**src/rtl/ft_channel_pipe.sv**
```systemverilog
// CHANNELS independent elastic register pipelines of DEPTH stages each, with
// per-channel valid/ready handshake, synchronous flush and occupancy count.
module ft_channel_pipe #(
    parameter int unsigned WIDTH    = 2,
    parameter int unsigned CHANNELS = 2,
    parameter int unsigned DEPTH    = 2,
    localparam int unsigned CW      = (DEPTH == 0) ? 1 : $clog2(DEPTH + 1)
) (
    input  logic                      clk,
    input  logic                      rst_n,
    input  logic [CHANNELS-1:0]       in_valid,
    output logic [CHANNELS-1:0]       in_ready,
    input  logic [CHANNELS*WIDTH-1:0] in_data,
    output logic [CHANNELS-1:0]       out_valid,
    input  logic [CHANNELS-1:0]       out_ready,
    output logic [CHANNELS*WIDTH-1:0] out_data,
    input  logic [CHANNELS-1:0]       flush,
    output logic [CHANNELS*CW-1:0]    occ
);

    for (genvar c = 0; c < int'(CHANNELS); c++) begin : g_ch
        if (DEPTH == 0) begin : g_wire
            // Zero-depth build: plain wires, no state, flush ignored.
            assign out_valid[c]               = in_valid[c];
            assign out_data[c*WIDTH +: WIDTH] = in_data[c*WIDTH +: WIDTH];
            assign in_ready[c]                = out_ready[c];
            assign occ[c*CW +: CW]            = '0;
        end else begin : g_pipe
            logic [DEPTH-1:0]            vld_q, vld_d;
            logic [DEPTH-1:0][WIDTH-1:0] data_q, data_d;
            logic [DEPTH-1:0]            rdy;
            logic                        rdy_acc;
            logic [CW-1:0]               occ_q, occ_d;
            logic                        in_xfer;
            logic                        out_xfer;

            // Stage k is ready if it or any stage downstream of it has a bubble.
            always_comb begin
                rdy_acc = out_ready[c];
                rdy     = '0;
                for (int i = 0; i < int'(DEPTH); i++) begin
                    rdy_acc = rdy_acc | ~vld_q[int'(DEPTH) - 1 - i];
                    rdy[int'(DEPTH) - 1 - i] = rdy_acc;
                end
            end

            assign in_ready[c] = rdy[0] & ~flush[c];
            assign in_xfer     = in_valid[c] & in_ready[c];
            assign out_xfer    = vld_q[DEPTH-1] & out_ready[c];

            // Stage advance; data only captured when a valid word moves in.
            always_comb begin
                vld_d  = vld_q;
                data_d = data_q;
                if (rdy[0]) begin
                    vld_d[0] = in_valid[c];
                    if (in_valid[c]) begin
                        data_d[0] = in_data[c*WIDTH +: WIDTH];
                    end
                end
                for (int k = 1; k < int'(DEPTH); k++) begin
                    if (rdy[k]) begin
                        vld_d[k] = vld_q[k-1];
                        if (vld_q[k-1]) begin
                            data_d[k] = data_q[k-1];
                        end
                    end
                end
                if (flush[c]) begin
                    vld_d = '0;
                end
            end

            always_comb begin
                occ_d = occ_q;
                if (flush[c]) begin
                    occ_d = '0;
                end else if (in_xfer && !out_xfer) begin
                    occ_d = occ_q + CW'(1);
                end else if (!in_xfer && out_xfer) begin
                    occ_d = occ_q - CW'(1);
                end
            end

            always_ff @(posedge clk or negedge rst_n) begin
                if (!rst_n) begin
                    vld_q  <= '0;
                    data_q <= '0;
                    occ_q  <= '0;
                end else begin
                    vld_q  <= vld_d;
                    data_q <= data_d;
                    occ_q  <= occ_d;
                end
            end

            assign out_valid[c]               = vld_q[DEPTH-1];
            assign out_data[c*WIDTH +: WIDTH] = data_q[DEPTH-1];
            assign occ[c*CW +: CW]            = occ_q;
        end
    end

endmodule

```
**config.mk**
```make
export PLATFORM = sky130hd
export DESIGN_NAME = ft_channel_pipe
export DESIGN_NICKNAME = d
export VERILOG_FILES = /design/src/rtl/ft_channel_pipe.sv
export SDC_FILE = /design/constraint.sdc
export NUM_CORES = 1
export LEC_CHECK = 0
export BUFFER_PORTS_ARGS = -buffer_cell sky130_fd_sc_hd__clkbuf_2
export CORE_MARGIN = 5
export CORE_UTILIZATION = 40
export DETAILED_ROUTE_END_ITERATION = 12
export PLACE_DENSITY = 0.7
export SYNTH_ARGS = -nofsm -noshare
export SYNTH_HDL_FRONTEND = slang
export SYNTH_SLANG_ARGS = --single-unit
```
**constraint.sdc**
```tcl
create_clock -name clk -period 3.8 [get_ports clk]
set_clock_uncertainty 0.1 [all_clocks]
set_input_delay 0.19 -clock clk [delete_from_list [all_inputs] [get_ports clk]]
set_output_delay 0.19 -clock clk [all_outputs]
set_load 0.02 [all_outputs]
```
==> out/results.txt <==
status = completed
fin area = 968 um2
area grow syn2layout = 18.3%
highest clock rate = 658 MHz
sequential-to-total area share from yosys stat = 48.9%
wire per inst = 11.3 um
CP Cell Sequence = and3b_2 > nor2_1 > clkbuf_2
HPWL Detailed = 1090 um
Worst Path Max Fanout = 7
Slew Viols, Final = 0
period utilization = 40.0%
TNS Setup = 0 ns
Final Hold Vio Count = 0
first-pass GRT wire length = 2480 um
largest net degree at the start of global routing = 17
Die Y = 55.2 um
die area = 3050 um2
critical path endpoint category = primary output
vias per inst = 4.66
Post-Place Cells = 116
Post-Synth Simple-Gate Area = 19.0%
gr ovfl total = 0
post-layout min period = 1.52 ns
Slew @ Worst Pin = 0.386 ns
total leakage power = 0.493 nW
Final ANT Viol Nets = 0
Hold/Removal Path Class = in2reg
fin cells = 121
Max clock buf depth = 2
n_diodes = 0
drt drc = 0
DR iter-0 viols = 17
# IOs = 24
clock sink count = 16
core area = 1960 um2
Synth Area in XOR/XNOR = 0%
Post-Synth Adder-Cell Area = 0%
post-synthesis mux area share = 18.3%
latest clock arrival within the worst-skew pair = 0.28 ns
required time worst endpoint = 3.51 ns
maximum level of the CTS H-tree = 1
number of setup violations in the final report = 0
Compound-Gate Fraction of Synth Area = 6.42%
Slew HR = 74.3%
CP max-delay cell = dfrtp_1
Placed Area = 922 um2
DRT Wirelength = 1370 um
cells after synthesis = 72
Netlist cell types = 15
Pre-Repair DR Iteration Count = 4
Syn Nets = 84
Die X = 55.2 um
Worst Path Class, Setup = reg2out
Max stage delay on crit path = 0.44 ns
number of max-cap violations = 0
CTS tree = done
flops & latches, synth = 16
Vias = 564
area of the mapped netlist = 818 um2
overall routing resource usage = 10.0%
RSZ-0062 raised after global routing = no
clk root buf = clkbuf_4
number of port buffers = 23
Setup crit start kind = register
Num CTS Buffers = 3
nets = 107
vias in the first global route = 575
clk slew on worst S/H paths = 0.09 ns
gp weighted congestion = 0.699
layout cell share with drive strength beyond 1 = 42.6%
FP Rows = 16
initial antenna violation count = 0
Cell Pwr Density = 414 nW/um2
Max IR drop VDD = 0.177 mV
Synth Warn # = 0
Post-Syn Area per Cell = 11.4 um2
Arr. time, crit path = 1.23 ns
post-CTS resize count = 0
initial core utilization = 41.7%
main combinational cell family by area after synthesis = simple AND/OR/NAND/NOR gates
[flip-flops by register name, indices dropped and copies added (netlist names)]
| signal | cells |
|---|---|
| g_ch.g_pipe.vld_q | 4 |
| out_data | 4 |
| g_ch.g_pipe.data_q | 4 |
| g_ch.g_pipe.occ_q | 4 |
[worst max-delay path, delay by kind of cell (launching register included)]
family                 cells  cell delay (ns)
AND/OR/NAND/NOR            2             0.34
flip-flops                 1             0.44
buffers and inverters      1             0.18
[power breakdown]
group	total (mW)	switching (mW)	internal, mW
sequential	0.204	0.0136	0.191
combinational	0.0884	0.0472	0.0412
clock	0.108	0.0499	0.0582
total	0.401	0.111	0.290
[cell type report]
type | count | area (um2)
tap | 27 | 33.8
fill | 205 | 993
sequential | 16 | 400
clock buffer | 4 | 36.3
multi-input combinational | 46 | 358
timing repair buffer | 24 | 125
inverter | 4 | 15.0
[cell families (layout without fill, tap and decap cells)]
kind of cell	Yosys count	in the layout
flops	16	16
compound gates	10	10
mux	12	12
simple gates	24	24
buf+inv	10	32
[routing by layer]
layer	part of all wire, %	vias to the layer above	GRT usage [%]	routed length, um
met5	0	-	0	0
met4	0.66	0	3.13	9
met3	5.3	2	3.26	73
met2	45	14	15.0	618
met1	49	264	13.6	665
li1	-	284	-	-
[Yosys cell counts]
cell type	number	area [um2]
a21oi_1	4	20.0
inv_1	4	15.0
nor4bb_1	2	20.0
mux2_2	5	56.3
mux2_1	3	33.8
buf_4	6	45.0
mux2_4	4	60.1
nor2b_1	4	25.0
nand2b_4	2	27.5
and3b_2	2	20.0
and3b_1	2	17.5
dfrtp_1	16	400
a31oi_1	2	12.5
nor2_1	12	45.0
o21ai_0	4	20.0
[metrics by stage]
stage / worst slack, ns / power, mW / util (%) / hold WS (ns)
global placement: 2.48 / 0.295 / 47.0 / 0.0309
floorplan: 2.46 / 0.277 / - / -0.206
detailed placement: 2.46 / 0.297 / 47.0 / 0.0299
global route: 2.21 / 0.428 / 49.4 / 0.0212
CTS: 2.26 / 0.409 / 49.4 / 0.0251
finish: 2.28 / 0.401 / 49.4 / 0.0358
[repair_timing]
| action | CTS | global route |
|---|---|---|
| setup endpoints to repair | 0 | 0 |
| hold buffers | 1 | 0 |
| endpoints found under the hold margin | 16 | 0 |
| buffers inserted | 0 | 0 |
[cells in the final DEF (no fill, tap or decap)]
cell type / synthesis / final
a21oi_1: 4 / 4
a31oi_1: 2 / 2
and3b_1: 2 / 2
and3b_2: 2 / 2
clkbuf_2: 0 / 23
clkbuf_4: 0 / 3
clkbuf_8: 0 / 1
dfrtp_1: 16 / 16
dlygate4sd3_1: 0 / 1
inv_1: 4 / 4
mux2_1: 3 / 3
mux2_2: 5 / 5
mux2_4: 4 / 4
nand2b_4: 2 / 2
nor2_1: 12 / 12
nor2b_1: 4 / 4
nor4bb_1: 2 / 2
o21ai_0: 4 / 4
[worst paths after layout]
path | cells past startpoint | slack (ns) | endpoint | from
hold / removal | 2 | 0.04 | g_ch[0].g_pipe.data_q[1]$_DFFE_PN0P_ | in_data[1]
setup reg to reg | 3 | 2.44 | out_data[2]$_DFFE_PN0P_ | g_ch[1].g_pipe.vld_q[1]$_DFFE_PN0P_
min in group asynchronous | 2 | 0.25 | out_data[1]$_DFFE_PN0P_ | rst_n
setup / recovery | 3 | 2.28 | in_ready[0] | g_ch[0].g_pipe.vld_q[1]$_DFFE_PN0P_
hold reg to reg | 1 | 0.41 | out_data[2]$_DFFE_PN0P_ | out_data[2]$_DFFE_PN0P_
max in group asynchronous | 2 | 3.07 | g_ch[1].g_pipe.vld_q[1]$_DFFE_PN0P_ | rst_n
No activity file was read; power rests on OpenSTA's default activity.
